## src/rtl/pong_pkg.sv

```systemverilog
// Shared definitions for the Pong game datapath.
// Direction encoding for the ball, serve directions after a point, and a
// saturating increment used by the score counters.
package pong_pkg;

    // One bit per axis: 0 moves towards higher column/row, 1 towards lower.
    localparam logic DIR_POS = 1'b0;
    localparam logic DIR_NEG = 1'b1;

    // After a point the ball is served towards the side that conceded it.
    localparam logic SERVE_PARA_CPU     = DIR_POS;
    localparam logic SERVE_PARA_JOGADOR = DIR_NEG;

    function automatic int incr_sat(input int valor, input int limite);
        return (valor >= limite) ? limite : valor + 1;
    endfunction

endpackage

```

## src/rtl/divisor_tick.sv

```systemverilog
// Move-tick divider for the Pong datapath.
// Counts 0..DIV_TICK-1 while enabled and pulses tick during the last count.
// Ports:
//   clk    in   clock, rising edge
//   reset  in   synchronous active-high reset (count to 0)
//   clear  in   synchronous clear (count to 0)
//   enable in   count enable; when low the count is frozen
//   tick   out  high while enabled and the count is DIV_TICK-1
module divisor_tick #(
    parameter int unsigned DIV_TICK = 50000
) (
    input  logic clk,
    input  logic reset,
    input  logic clear,
    input  logic enable,
    output logic tick
);

    localparam int unsigned CW = (DIV_TICK > 2) ? $clog2(DIV_TICK) : 1;
    localparam logic [CW-1:0] Ultimo = CW'(DIV_TICK - 1);

    logic [CW-1:0] cnt_q, cnt_d;

    always_comb begin
        cnt_d = cnt_q;
        if (enable) begin
            cnt_d = (cnt_q == Ultimo) ? '0 : cnt_q + CW'(1);
        end
    end

    // Gated by enable so a count frozen at the last value never emits a
    // duplicate tick while paused.
    assign tick = enable && (cnt_q == Ultimo);

    always_ff @(posedge clk) begin
        if (reset || clear) begin
            cnt_q <= '0;
        end else begin
            cnt_q <= cnt_d;
        end
    end

endmodule

```

## src/rtl/fluxo_dados_jogo.sv

```systemverilog
// Pong game datapath: ball motion, paddle motion, collisions and scoring on a
// discrete grid, advanced once per move tick.
// Ports:
//   clk, reset           clock and synchronous active-high reset
//   reseta_fd            holds the datapath in its initial state
//   pausa_fd             freezes all state including the tick divider
//   sobe, desce          player paddle up/down requests
//   bola_x, bola_y       ball position
//   raquete_j/_cpu       top row of player/CPU paddle
//   pontos_j/_cpu        scores
//   ganhou, perdeu       player / CPU reached the winning score
//   db_tick              one-cycle move-tick pulse
// Optional build macro PONG_CPU_LENTA_EN: the CPU paddle moves only on every
// second tick, starting with the second tick after clearing.
module fluxo_dados_jogo
    import pong_pkg::*;
#(
    parameter int unsigned LARGURA        = 16,
    parameter int unsigned ALTURA         = 12,
    parameter int unsigned TAM_RAQUETE    = 3,
    parameter int unsigned DIV_TICK       = 50000,
    parameter int unsigned PONTOS_VITORIA = 5,
    localparam int unsigned XW = $clog2(LARGURA),
    localparam int unsigned YW = $clog2(ALTURA),
    localparam int unsigned PW = $clog2(PONTOS_VITORIA + 1)
) (
    input  logic          clk,
    input  logic          reset,
    input  logic          reseta_fd,
    input  logic          pausa_fd,
    input  logic          sobe,
    input  logic          desce,
    output logic [XW-1:0] bola_x,
    output logic [YW-1:0] bola_y,
    output logic [YW-1:0] raquete_j,
    output logic [YW-1:0] raquete_cpu,
    output logic [PW-1:0] pontos_j,
    output logic [PW-1:0] pontos_cpu,
    output logic          ganhou,
    output logic          perdeu,
    output logic          db_tick
);

    // Signed copies so intermediate positions may go negative.
    localparam int Larg   = int'(LARGURA);
    localparam int Alt    = int'(ALTURA);
    localparam int Tam    = int'(TAM_RAQUETE);
    localparam int Pv     = int'(PONTOS_VITORIA);
    localparam int TopMax = Alt - Tam;
    localparam int XMin   = 1;
    localparam int XMax   = Larg - 2;

    localparam logic [XW-1:0] XIni = XW'(LARGURA / 2);
    localparam logic [YW-1:0] YIni = YW'(ALTURA / 2);
    localparam logic [YW-1:0] RIni = YW'((ALTURA - TAM_RAQUETE) / 2);

    logic [XW-1:0] bola_x_q, bola_x_d;
    logic [YW-1:0] bola_y_q, bola_y_d;
    logic          dx_q, dx_d, dy_q, dy_d;
    logic [YW-1:0] raq_j_q, raq_j_d, raq_cpu_q, raq_cpu_d;
    logic [PW-1:0] pontos_j_q, pontos_j_d, pontos_cpu_q, pontos_cpu_d;
    logic          ganhou_q, ganhou_d, perdeu_q, perdeu_d;
    logic          tick, mover_cpu;

    divisor_tick #(
        .DIV_TICK(DIV_TICK)
    ) u_divisor (
        .clk   (clk),
        .reset (reset),
        .clear (reseta_fd),
        .enable(!reseta_fd && !pausa_fd),
        .tick  (tick)
    );

`ifdef PONG_CPU_LENTA_EN
    logic fase_q;

    always_ff @(posedge clk) begin
        if (reset || reseta_fd) begin
            fase_q <= 1'b0;
        end else if (tick && !ganhou_q && !perdeu_q) begin
            fase_q <= ~fase_q;
        end
    end

    assign mover_cpu = fase_q;
`else
    assign mover_cpu = 1'b1;
`endif

    always_comb begin
        int x, y, nx, ny, rj, rc, pj, pc;
        logic ndx, ndy;

        bola_x_d     = bola_x_q;
        bola_y_d     = bola_y_q;
        dx_d         = dx_q;
        dy_d         = dy_q;
        raq_j_d      = raq_j_q;
        raq_cpu_d    = raq_cpu_q;
        pontos_j_d   = pontos_j_q;
        pontos_cpu_d = pontos_cpu_q;
        ganhou_d     = ganhou_q;
        perdeu_d     = perdeu_q;

        x   = int'(bola_x_q);
        y   = int'(bola_y_q);
        rj  = int'(raq_j_q);
        rc  = int'(raq_cpu_q);
        pj  = int'(pontos_j_q);
        pc  = int'(pontos_cpu_q);
        ndx = dx_q;
        ndy = dy_q;

        // Vertical: reflect off the walls without dwelling on the edge row.
        ny = (dy_q == DIR_POS) ? y + 1 : y - 1;
        if (ny < 0 || ny > Alt - 1) begin
            ndy = ~dy_q;
            ny  = (dy_q == DIR_POS) ? y - 1 : y + 1;
        end

        // Horizontal: the paddle test uses the row the ball is moving into.
        if (x == XMin && dx_q == DIR_NEG) begin
            if (ny >= rj && ny <= rj + Tam - 1) begin
                ndx = DIR_POS;
                nx  = XMin + 1;
            end else begin
                pc  = incr_sat(pc, Pv);
                ndx = SERVE_PARA_JOGADOR;
                nx  = Larg / 2;
                ny  = Alt / 2;
            end
        end else if (x == XMax && dx_q == DIR_POS) begin
            if (ny >= rc && ny <= rc + Tam - 1) begin
                ndx = DIR_NEG;
                nx  = XMax - 1;
            end else begin
                pj  = incr_sat(pj, Pv);
                ndx = SERVE_PARA_CPU;
                nx  = Larg / 2;
                ny  = Alt / 2;
            end
        end else begin
            nx = (dx_q == DIR_POS) ? x + 1 : x - 1;
        end

        if (sobe && !desce && rj > 0) begin
            rj = rj - 1;
        end else if (desce && !sobe && rj < TopMax) begin
            rj = rj + 1;
        end

        // CPU tracks the current ball row.
        if (mover_cpu) begin
            if (y < rc && rc > 0) begin
                rc = rc - 1;
            end else if (y > rc + Tam - 1 && rc < TopMax) begin
                rc = rc + 1;
            end
        end

        if (tick && !ganhou_q && !perdeu_q) begin
            bola_x_d     = XW'(nx);
            bola_y_d     = YW'(ny);
            dx_d         = ndx;
            dy_d         = ndy;
            raq_j_d      = YW'(rj);
            raq_cpu_d    = YW'(rc);
            pontos_j_d   = PW'(pj);
            pontos_cpu_d = PW'(pc);
            ganhou_d     = (pj == Pv);
            perdeu_d     = (pc == Pv);
        end
    end

    always_ff @(posedge clk) begin
        if (reset || reseta_fd) begin
            bola_x_q     <= XIni;
            bola_y_q     <= YIni;
            dx_q         <= DIR_POS;
            dy_q         <= DIR_POS;
            raq_j_q      <= RIni;
            raq_cpu_q    <= RIni;
            pontos_j_q   <= '0;
            pontos_cpu_q <= '0;
            ganhou_q     <= 1'b0;
            perdeu_q     <= 1'b0;
        end else begin
            bola_x_q     <= bola_x_d;
            bola_y_q     <= bola_y_d;
            dx_q         <= dx_d;
            dy_q         <= dy_d;
            raq_j_q      <= raq_j_d;
            raq_cpu_q    <= raq_cpu_d;
            pontos_j_q   <= pontos_j_d;
            pontos_cpu_q <= pontos_cpu_d;
            ganhou_q     <= ganhou_d;
            perdeu_q     <= perdeu_d;
        end
    end

    assign bola_x      = bola_x_q;
    assign bola_y      = bola_y_q;
    assign raquete_j   = raq_j_q;
    assign raquete_cpu = raq_cpu_q;
    assign pontos_j    = pontos_j_q;
    assign pontos_cpu  = pontos_cpu_q;
    assign ganhou      = ganhou_q;
    assign perdeu      = perdeu_q;
    assign db_tick     = tick;

endmodule

```

## config.mk

```make
export PLATFORM = sky130hd
export DESIGN_NAME = fluxo_dados_jogo
export DESIGN_NICKNAME = d
export VERILOG_FILES = /design/src/rtl/pong_pkg.sv /design/src/rtl/divisor_tick.sv /design/src/rtl/fluxo_dados_jogo.sv
export SDC_FILE = /design/constraint.sdc
export NUM_CORES = 1
export LEC_CHECK = 0
export CORE_AREA = 2 2 98 100
export CTS_BUF_LIST = sky130_fd_sc_hd__clkbuf_8
export CTS_CLUSTER_SIZE = 28
export DETAILED_ROUTE_END_ITERATION = 8
export DIE_AREA = 0 0 100 102
export PLACE_DENSITY = 0.61
export SLEW_MARGIN = 0
export SYNTH_ARGS = -nofsm -noshare
export SYNTH_HDL_FRONTEND = slang
export SYNTH_SLANG_ARGS = --single-unit
```

## constraint.sdc

```tcl
create_clock -name clk -period 4.8 [get_ports clk]
set_input_delay 0.96 -clock clk [delete_from_list [all_inputs] [get_ports clk]]
set_output_delay 0.96 -clock clk [all_outputs]
set_load 0.01 [all_outputs]
```

Word level (Yosys, flattened, before mapping)
Index checks and enable logic that the tools add are counted.
Word-level totals
  register bits after elaboration: 42
  output and inout bits: 25
  logic and storage cells: 104
Cells by class
  add/sub/neg operators: 15
  magnitude comparators: 14
  equal/unequal tests: 5
  multiplexer cells: 28
  bitwise gates (word level): 2
  reductions and logical operators: 29
Operators by type and width (number)
  2-to-1 mux 32 bit: 5
  2-to-1 mux 4 bit: 17
  equality test 32 x 4 -> 1 bit (second input constant): 2
  greater-or-equal comparator 32 x 5 -> 1 bit: 2
  <= comparator 32 x 6 -> 1 bit: 2
  greater-than comparator 32 x 5 -> 1 bit (second input constant): 1
  less-than comparator 32 x 1 -> 1 bit (second input constant): 1
  adder 16 x 1 -> 16 bit (second input constant): 1
  equality test 16 bit (second input constant): 1
  2-to-1 mux 16 bit: 1
  logical AND 1 bit: 14
  adder 4 x 1 -> 4 bit (second input constant): 3
  subtractor 4 x 1 -> 4 bit (second input constant): 3
  subtractor 5 x 1 -> 6 bit (second input constant): 2
  adder 4 x 2 -> 5 bit (second input constant): 2
  adder 3 x 1 -> 4 bit (second input constant): 2
  equality test 4 x 2 -> 1 bit (second input constant): 2
  greater-than comparator 4 x 1 -> 1 bit (second input constant): 2
  less-than comparator 4 bit (second input constant): 2
  AND reduction 2 bit: 4
  greater-or-equal comparator 3 bit (second input constant): 2
  greater-than comparator 5 x 6 -> 1 bit: 1
  logical NOT 1 bit: 6
  nonzero test 2 bit: 3
  7 further kinds: 12

Logic depth before layout (Yosys ltp)
  word-level depth: 11
  depth in mapped cells: 14

Cells and area by module
A second synthesis with hierarchy kept.
Unflattened totals
  cells, all modules: 387
  area, all modules: 3276.9 um2
By module, submodules not included
  fluxo_dados_jogo: times used 1, cells an instance 304, area each 2537.4 um2
  divisor_tick: times used 1, cells an instance 83, area each 739.5 um2

Worst setup path after synthesis
No wires, ideal clock.
  path kind: register to register
  start point: register bola_y_q[0] (netlist: bola_y[0])
  end point: register bola_y_q[0] (netlist: bola_y[0])
  library setup time: 70 ps
  arrival time: 3364 ps
  setup slack: 1366 ps
  stages on the path, launching flop included: 14
  buffers on the path: 1
  cells stage by stage: dfxtp_1 -> clkbuf_1 -> inv_1 -> ha_1 -> o21bai_1 -> a31oi_1 -> a22oi_1 -> ha_1 -> a211oi_1 -> o21ai_0 -> o21bai_1 -> a21oi_1 -> or4b_1 -> a21oi_1
On the way
  cells in the longest elaborated chain, start to end: 10
  elaborated cells on any way between the ends: 18
  those cells by class: 2 x add/sub; 6 x order compare; 7 x mux; 3 x reduce/logical
RTL lines
  from (decl): line fluxo_dados_jogo.sv:58  | logic [YW-1:0] bola_y_q, bola_y_d;
  from (signal assigned): line fluxo_dados_jogo.sv:179  | bola_y_q <= YIni;
  from (signal assigned): line fluxo_dados_jogo.sv:190  | bola_y_q <= bola_y_d;
  adder 4 x 1 -> 5 bit or subtractor 4 x 1 -> 5 bit (tied branches): line fluxo_dados_jogo.sv:116, fluxo_dados_jogo.sv:119
  2-to-1 mux 32 bit: line fluxo_dados_jogo.sv:116  | ny = (dy_q == DIR_POS) ? y + 1 : y - 1;
  less-than comparator 32 x 1 -> 1 bit or greater-than comparator 32 x 5 -> 1 bit (tied branches): line fluxo_dados_jogo.sv:117  | if (ny < 0 || ny > Alt - 1) begin
  logical OR 1 bit: line fluxo_dados_jogo.sv:117
  2-to-1 mux 32 bit *: line fluxo_dados_jogo.sv:117
  greater-or-equal comparator 32 x 5 -> 1 bit or <= comparator 32 x 6 -> 1 bit (tied branches): line fluxo_dados_jogo.sv:134  | if (ny >= rc && ny <= rc + Tam - 1) begin
  logical AND 1 bit: line fluxo_dados_jogo.sv:134
  2-to-1 mux 4 bit: line fluxo_dados_jogo.sv:134
  2-to-1 mux 4 bit: line fluxo_dados_jogo.sv:133  | end else if (x == XMax && dx_q == DIR_POS) begin
  2-to-1 mux 4 bit *: line fluxo_dados_jogo.sv:123  | if (x == XMin && dx_q == DIR_NEG) begin
Mark *: on every way between the ends. The rest lies on a longest branch, timed or not.
A chain may end at the register's enable or synchronous reset.

Worst setup path after layout
Same ends and word-level chain as after synthesis.

==> reports/results.txt <==
In this run the critical register-to-register path is captured at bola_y[0]$_SDFFE_PP0P_. STA classifies the critical path startpoint as a flip-flop. Summing the areas of all compound-gate instances in the mapped netlist gives 19.8% of the synthesized area. The worst setup slack after placement is 0.942 ns. Timing would allow up to 0.262 GHz. The first global-routing pass estimated 11.7 mm of wire.

The worst hold path passes through 2 cells. The internal power of the cells totals 0.000474 W. Sequential cells were found to cover 26.8% of the synthesized design area.

The layout-stage area growth over the synthesis result is 15.8%. Depth of the worst register-to-register path: 12. TritonCTS built the clock tree. The tools report the worst hold path startpoint as perdeu$_SDFFE_PP0P_. Multiplexer cells account for 1.28% of the synthesized area. From bottom edge to top edge, the die measures 102 um. The number of antenna violations at the first check in global routing was 0. For this configuration, the core starts out at a cell density of 34.5%. After Yosys synthesis, XOR and XNOR cells account for 8.37% of the synthesized area.

Entering global routing, the biggest net connects 22 pins. The layout has 947 filler cells. In the final layout, flip-flops and latches occupy 841 um2.

Buffers inserted to repair hold after CTS numbered 0. The H-tree level count is 2, and the clock slew at the register clock pins of the worst setup and hold paths is 0.08 ns. The worst-path maximum fanout was 14; the area of the die was 10200 um2. Summing the areas of all and, or, nand and nor instances in the mapped netlist gives 22.5% of the synthesized area.

Setup repair after global routing left no endpoint under its margin. sky130_fd_sc_hd__dfxtp_1 takes more of the synthesized area than any other cell. Detailed placement ended at an HPWL of 5.20 mm. In the layout the commonest cells are sky130_fd_sc_hd__dfxtp_1, sky130_fd_sc_hd__nor2_1, sky130_fd_sc_hd__ha_1. After detailed routing, the number of remaining DRC violations is 0.

After layout, the minimum clock period comes to 3.82 ns. The tools report the reg-to-reg setup timing slack as 0.98 ns. The run gives 0 as the count of final hold-check violations. After clock tree synthesis, the setup repair step added 0 buffers. The clock drives 42 sinks.

Dividing the detail-routed wire length by the instance count gives 13.6 um. The critical path in this run is classified as flip-flop to flip-flop. The later pin in the worst-skew pair is clocked with a latency of 0.30 ns. The path with the worst hold slack has its endpoint at perdeu$_SDFFE_PP0P_. Count of different cell masters after synthesis: 59.

The dominant combinational cell family by area after synthesis was simple AND/OR/NAND/NOR gates. The mean instance size in the synthesized netlist was 8.26 um2. Of the total power, registers draw 57.0%.

From left edge to right edge, the die measures 100 um. Combinational logic burns 3.4% of the power. Counting flops with an async set or reset pin after synthesis yields a share of 0%.

Power comes to 0.000613 W. Yosys mapped a number of flops with a built-in enable equal to 0. The clock network accounts for 39.6% of the total power. The detailed router placed 2803 vias in this run. The switching power came out at 0.000139 W.

The worst path arrival time was 4.05 ns. Post-synth design cell area: 3140 um2. The share of synthesized cell area in full adder, half adder and majority cells is 17.1%, and the number of synthesized register bits is 42. The logs give 5 for the total clock buffers created by CTS and 7.04 mm for the total routed wirelength. The routability congestion estimate was 0.826.

Path type of the worst min-delay path: flip-flop to flip-flop. Across the VDD grid, the largest voltage drop is 0.000122 V. The logs give 0.979 ns for the worst setup margin and 0.00481 ns for the final worst clock skew. Via count of the first global-routing pass: 2488. The launch instance of the worst register-to-register path was bola_y[0]$_SDFFE_PP0P_.

The library cell used most frequently in the layout, excluding fill and tap cells, is sky130_fd_sc_hd__dfxtp_1. The number of standard cells in the final layout excluding fillers is 519, and the multi-input gate area in the final layout is 2170 um2. For the total of max-cap violations, the log shows 0. For the total instance count after detailed placement, the log shows 511. At the worst endpoint, the required time is 5.03 ns. The tree is rooted in a sky130_fd_sc_hd__clkbuf_8.

The power density relative to cell area works out to 169 nW/um2. The worst setup path is captured at a flip-flop. For this run, the number of Yosys warnings is 0.

Total nets after synthesis: 427. At the pin with the least slew margin, the transition time is 0.732 ns. The tools report the final count of pins violating max slew as 0. In this run the remaining antenna-violating nets after routing total 0.

The dominant register cell in the synthesized netlist is sky130_fd_sc_hd__dfxtp_1. For the global route total overflow, the log shows 0. Synthesis produced a netlist whose cell count is 380.

The maximum root-to-sink buffer count was 2. The final critical path takes up 79.6% of the cycle. The number of setup violations in the final report is 0. After synthesis, the cell types taking the most area are sky130_fd_sc_hd__dfxtp_1, sky130_fd_sc_hd__ha_1, sky130_fd_sc_hd__xnor2_1, sky130_fd_sc_hd__nor2_1, sky130_fd_sc_hd__a21oi_1.

In this run the worst setup path begins at bola_y[0]$_SDFFE_PP0P_. The via density per instance was 5.40; the number of rows created at floorplan was 35. The post-cts repair resize count was 0; the number of port buffers was 30. The count of boundary I/O pins is 31.

The logs give 1.40 nW for the leakage power figure and 4 for the iteration count of the initial detailed-routing pass. The run finished with clean final reports. The logs give 87 for the number of DRC violations after detailed-routing iteration 0 and 0 ns for the setup TNS. In this run the standard cell core region covers 9110 um2. Global routing used 14.2% of the available tracks. At the end of the flow, the number of nets in the layout was 454.

Fraction of final layout cells sized beyond drive strength 1: 5.15%. The tightest hold margin is 0.482 ns. The antenna diode instance count was 0; the worst slew margin relative to its limit was 51.0%. The fraction of synthesized cell area taken by the top area cell type was 26.8%; the switching part of the total was 22.7%.
==> critical path: stages, from the launching register on <==
cell and delay (ns):
sky130_fd_sc_hd__dfxtp_1 0.63, sky130_fd_sc_hd__inv_1 0.14, sky130_fd_sc_hd__ha_1 0.30, sky130_fd_sc_hd__o21bai_1 0.15
sky130_fd_sc_hd__a31oi_1 0.09, sky130_fd_sc_hd__a22oi_1 0.47, sky130_fd_sc_hd__ha_1 0.34, sky130_fd_sc_hd__a211oi_1 0.22
sky130_fd_sc_hd__o21ai_0 0.11, sky130_fd_sc_hd__o21bai_1 0.35, sky130_fd_sc_hd__a21oi_1 0.27, sky130_fd_sc_hd__or4b_1 0.55
sky130_fd_sc_hd__a21oi_1 0.14
==> worst max-delay path by stage <==
stage                              to  cells after the start  slack (ns)
5_1_grt        bola_y[0]$_SDFFE_PP0P_                     11        0.50
3_3_place_gp                  db_tick                      5        1.09
6_report       bola_y[0]$_SDFFE_PP0P_                     12        0.98
4_1_cts        bola_y[0]$_SDFFE_PP0P_                     12        0.94
2_1_floorplan  bola_y[0]$_SDFFE_PP0P_                     13        1.37
3_5_place_dp   bola_y[0]$_SDFFE_PP0P_                     12        0.94
==> layout make-up <==
class                   count  share of cell area (%)
clock buffers               6                    2.27
clock inverters             2                   0.344
inverters                  21                    2.17
multi-input cells         305                    59.6
repair buffers             32                    8.67
well taps                 111                    3.82
flip-flops and latches     42                    23.1
==> through the flow <==
stage,cell area (um2),util [%]
final,3630,39.9
after global routing,3630,39.9
after CTS,3630,39.9
after detailed placement,3540,38.9
after global placement,3540,38.9
after floorplan,3140,-
==> sequential cells by signal (all words and copies together) (netlist names) <==
signal and count:
dx_q 1, u_divisor.cnt_q 16, bola_x 4, raquete_cpu 4
bola_y 4, ganhou 1, perdeu 1, dy_q 1
pontos_j 3, pontos_cpu 3, raquete_j 4
==> cells by family after synthesis <==
kind of cell | after synthesis
AO/OA/AOI/OAI | 95
XOR/XNOR | 30
adder cells (fa/ha/maj) | 41
buffers and inverters | 33
flip-flops | 42
multiplexers | 4
AND/OR/NAND/NOR | 135
==> synthesized netlist by cell type (all sizes together), types with 2 or more instances <==
master,instances
a211oi,3
a21boi,2
a21o,6
a21oi,24
a31o,2
a31oi,5
and3,4
buf,2
clkbuf,10
dfxtp,42
fa,3
ha,38
inv,21
mux2i,4
nand2,25
nand2b,5
nand3,18
nand4,4
nand4b,3
nor2,42
nor2b,8
nor3,8
nor4,2
nor4b,5
nor4bb,2
o21a,4
o21ai,25
o21bai,2
o2bb2ai,2
o31ai,4
o32ai,5
or2,2
or3,2
or4,2
xnor2,19
xor2,11
==> metal layers <==
layer	vias up	track usage, %	wire, um
li1	1414	-	-
met1	1316	20.5	3580
met2	60	21.5	3070
met3	13	2.74	306
met4	0	4.32	75
met5	-	0	0
==> power groups by stage <==
| stage | sequential (W) | combinational, W | clock (W) |
|---|---|---|---|
| floorplan | 0.000357 | 0.0000123 | 0 |
| global placement | 0.000357 | 0.0000208 | 0 |
| detailed placement | 0.000357 | 0.0000213 | 0 |
| CTS | 0.000349 | 0.0000213 | 0.000253 |
| global route | 0.000349 | 0.0000236 | 0.000264 |
| finish | 0.000349 | 0.0000210 | 0.000243 |
(Power assumes the default switching activity.)
==> variant 1: new RTL, config.mk and constraints unchanged <==
The parameter `PONTOS_VITORIA` goes from 5 to 6.
--- a/src/rtl/fluxo_dados_jogo.sv
+++ b/src/rtl/fluxo_dados_jogo.sv
@@ -19,7 +19,7 @@
     parameter int unsigned ALTURA         = 12,
     parameter int unsigned TAM_RAQUETE    = 3,
     parameter int unsigned DIV_TICK       = 50000,
-    parameter int unsigned PONTOS_VITORIA = 5,
+    parameter int unsigned PONTOS_VITORIA = 6,
     localparam int unsigned XW = $clog2(LARGURA),
     localparam int unsigned YW = $clog2(ALTURA),
     localparam int unsigned PW = $clog2(PONTOS_VITORIA + 1)
Behaviour: no difference found for any inputs over 10 cycles, from zero or initial values; that may be too few to reach the edited logic, so the function may still have changed.
==> variant 1 against the original RTL <==
Critical path depth up 2. First-iteration DRC count up 48%. Sequential cell count unchanged. Setup slack worse by 88 ps. Power about the same. Synthesized cell count up 1.3%. Maximum frequency down 2.2%. Area after synthesis up 0.28%. Wire length up 7.8%. Final area about the same. Non-clock buffer count unchanged. Largest cell class unchanged.
==> variant 1: results (changes against the original RTL) <==
status: "complete, no violations"
regMostFlops: "u_divisor.cnt_q"
ir_drop_uv: 96.05  # -21%
place.gp.congestion: 0.8492  # +2.8%
ys.warnings.count: 0  # unchanged
post-cts-setup-buffers: 0  # unchanged
hold_slack_ps: 516.3  # +34.54 ps
max_slew.worst_pin.slew_ps: 841.8  # +109.9 ps
power.internal_w: 0.0004595  # -3.0%
crit_path_max_fanout: 12  # -2
path_delay_family: "compound AO/OA/AOI/OAI gates"
synthTopCellsByCount: "nor2_1 (45), dfxtp_1 (42), ha_1 (36)"
nFillCells: 937  # -1.1%
drt_iter0_markers: 129  # +48%
ctsResizeCount: 0  # unchanged
clk_pin_slew_ps: 90
min_from: "perdeu"
crit_path_start: "bola_y[0]"
min_to: "perdeu"
clkLatencyLatePin_ps: 300  # about the same
hold_depth: 2  # unchanged
grt_start_max_net_pins: 30  # +36%
fin_skew_ps: 8.732  # +3.917 ps
nNetsFinal: 456  # +0.44%
syn-num-nets: 430  # +0.70%
cts_buffer_depth: 2  # unchanged
layout-drive-gt1-share: 0.05583  # +0.004355
n_antenna_cell: 0  # unchanged
p_leak_nw: 1.387  # -0.89%
grt_first_pass_wirelength_um: 12590  # +7.3%
reg2reg_to: "pontos_j[2]"
wl_um: 7584  # +7.8%
post_synth_main_area_contributors: "dfxtp_1 (27%), ha_1 (14%), nor2_1 (5.4%), xnor2_1 (5.0%), a21oi_1 (4.6%)"
grt_pass1_vias: 2653  # +6.6%
post-place-ws_ps: 922.0  # -19.86 ps
cpPeakStageDelay_ps: 570  # -60 ps
seq_area_frac_synth: 0.2672  # -0.0007458
r2r_slack_ps: 890  # -90 ps
reg2reg_depth: 14  # +2
dpl.hpwl_um: 5503  # +5.9%
drt-vias-per-instance: 5.423  # +0.40%
slowest_stage: "dfxtp_1"
grtUsageTotal: 0.1502  # +0.008122
io_buffers: 30  # unchanged
worstPathArrival_ps: 4120  # +70 ps
-- variant 1: how the worst max path moves through the flow --
stage                             end  slack (ps)  cells past startpoint
after floorplan           pontos_j[0]        1330                     15
after global placement    pontos_j[1]        1020                     14
after detailed placement  pontos_j[2]         920                     14
after CTS                 pontos_j[2]         900                     14
after global routing      pontos_j[2]         490                     14
final                     pontos_j[2]         890                     14
-- variant 1: metrics by stage --
stage / utilization / instances / cell area, µm² / total power (W)
6_report: 0.3989 / 523 / 3633 / 0.0006130
5_1_grt: 0.3989 / 523 / 3633 / 0.0006384
4_1_cts: 0.3989 / 523 / 3633 / 0.0006210
3_5_place_dp: 0.3890 / 515 / 3543 / 0.0003793
3_3_place_gp: 0.3890 / 515 / 3543 / 0.0003786
2_1_floorplan: - / 385 / 3147 / 0.0003697
-- variant 1: layout make-up --
cell class,count,area share
multi-input cells,307,0.5950
inverters,23,0.02376
repair buffers,32,0.08678
clock inverters,3,0.005854
well taps,111,0.03822
flip-flops and latches,42,0.2314
clock buffers,5,0.01894
-- variant 1: layer usage --
metal	share of wire	global-route usage	vias to the layer above
met5	0	0	-
li1	-	-	1443
met1	0.50	0.2045	1334
met3	0.036	0.02257	5
met4	0.0067	0.02845	0
met2	0.46	0.2562	54
-- variant 1: power by group through the flow --
stage	combinational (W)	clock (W)	sequential, W
after CTS	0.0000219	0.000250	0.000349
after global placement	0.0000212	0	0.000357
final	0.0000216	0.000242	0.000349
after detailed placement	0.0000218	0	0.000358
after floorplan	0.0000123	0	0.000357
after global routing	0.0000239	0.000265	0.000350
-- variant 1: cell families after synthesis --
logic type      Yosys count  synth area share
compound gates           92            0.1889
xor+xnor                 30           0.08350
fa+ha+maj                39            0.1622
buf+inv                  36           0.04572
flops                    42            0.2672
mux                       5           0.01630
simple gates            141            0.2362
==> variant 2: new RTL, same settings <==
Without the edit above. Put one more register stage on the output `pontos_cpu`, without a reset. The value now appears one clock later. The other outputs are not delayed to match.
--- a/src/rtl/fluxo_dados_jogo.sv
+++ b/src/rtl/fluxo_dados_jogo.sv
@@ -204,7 +204,9 @@
     assign raquete_j   = raq_j_q;
     assign raquete_cpu = raq_cpu_q;
     assign pontos_j    = pontos_j_q;
-    assign pontos_cpu  = pontos_cpu_q;
+    always_ff @(posedge clk) begin
+        pontos_cpu <= pontos_cpu_q;
+    end
     assign ganhou      = ganhou_q;
     assign perdeu      = perdeu_q;
     assign db_tick     = tick;
Function: no difference found for any inputs over 10 cycles, from zero or initial values; that may be too few to reach the edited logic, so the function may still have changed.
==> variant 2 against the original RTL <==
Wire length grew 3.2%. Final area is 3.7% higher. Die area did not move. Power grew 3.2%. Core utilization is 1.5 points higher. Area after synthesis increased by 4.3%. Sequential cell count up 3. Setup slack worse by 180 ps. Maximum frequency is 4.4% lower. First-iteration DRC count is 25% higher. Critical endpoint is now perdeu. Largest cell class unchanged. Largest power group unchanged.
==> variant 2: results (changes against the original RTL) <==
status: "complete, no violations"
grt_use_met3: 0.02804  # +0.0006840
crit_path_max_fanout: 18  # +4
drt-met1-wl_um: 3463  # -3.3%
place.gp.congestion: 0.8648  # +4.7%
ys.warnings.count: 0  # unchanged
routed-via-count: 2868  # +2.3%
nNetsFinal: 473  # +4.2%
clk_share: 0.02291  # -0.003253
post_synth_main_area_contributors: "dfxtp_1 (28%), ha_1 (15%), nor2_1 (5.5%), xnor2_1 (4.0%), o21ai_0 (3.5%)"
dp_cells: 530  # +3.7%
ir_drop_uv: 122.3  # +0.45%
p_leak_nw: 1.433  # +2.3%
multi_input_cells: 315  # +3.3%
synthMuxAreaShare: 0.01567  # +0.002908
synth_compound_area_frac: 0.1605  # -0.03728
reg2reg_depth: 12  # unchanged
routed-wl-met2_um: 3416  # +11%
comb_power_share: 0.032  # -0.002
seq_area_frac_synth: 0.2751  # +0.007182
io_buffers: 30  # unchanged
grt_pass1_vias: 2640  # +6.1%
wl_per_cell_um: 13.53  # -0.26%
fin_cells: 537  # +3.5%
layout-drive-gt1-share: 0.06338  # +0.01191
place_area_um2: 3682  # +4.0%
switching_power_w: 0.0001379  # -0.90%
fin_skew_ps: 5.530  # +0.7150 ps
synth_xor_area_frac: 0.07222  # -0.01151
syn-num-nets: 444  # +4.0%
n_all_inverters: 26  # +24%
max_slew.worst_pin.slew_ps: 1024  # +292.4 ps
cpPeakStageDelay_ps: 680  # +50 ps
hold_depth: 0  # -2
nonClkBufAreaFrac: 0.08566  # -0.001089
drt_iter0_markers: 109  # +25%
grt_first_pass_wirelength_um: 12270  # +4.6%
met1_usage: 0.1881  # -0.01733
ys_types: 62  # +5.1%
grtUsageTotal: 0.1476  # +0.005503
synthCells: 397  # +4.5%
synthTopCellsByCount: "nor2_1 (48), dfxtp_1 (45), ha_1 (38)"
met3_length_um: 296  # -3.3%
grt_use_met2: 0.2568  # +0.04210
nFillCells: 943  # -0.42%
synthAdderAreaFrac: 0.1635  # -0.007108
dpl.hpwl_um: 5514  # +6.1%
buffers: 33  # +3.1%
slowest_stage: "a21oi_1"
stdcell_area_um2: 3769  # +3.7%
clockPowerShare: 0.376  # -0.020
seqCellArea_um2: 900.9  # +7.1%
multi_input_area_share: 0.5896  # -0.006228
==> variant 2: cell count changes in the layout (fill, tap and decap cells not counted), sizes merged, moves of 3 or more <==
| cell | change |
|---|---|
| nor3 | +9 |
| nor2 | +6 |
| inv | +4 |
| o32ai | -4 |
| xnor2 | -4 |
| a31oi | -3 |
| and4 | +3 |
| and4bb | +3 |
| dfxtp | +3 |
==> variant 2: kinds of logic (layout without fill, tap and decap cells) <==
| group | after synthesis | after routing |
|---|---|---|
| xor+xnor | 27 | 27 |
| simple gates | 160 | 160 |
| fa+ha+maj | 41 | 41 |
| buf+inv | 37 | 66 |
| mux | 5 | 5 |
| compound gates | 82 | 82 |
| flops | 45 | 45 |
==> variant 2: path summary, 6_finish.rpt <==
check | startpoint | to | slack (ps)
setup reg to reg | bola_y[2] | perdeu | 800
hold reg to reg | pontos_cpu_q[2] | pontos_cpu[2] | 440
hold / removal | pontos_cpu_q[2] | pontos_cpu[2] | 440
setup / recovery | bola_y[2] | perdeu | 800
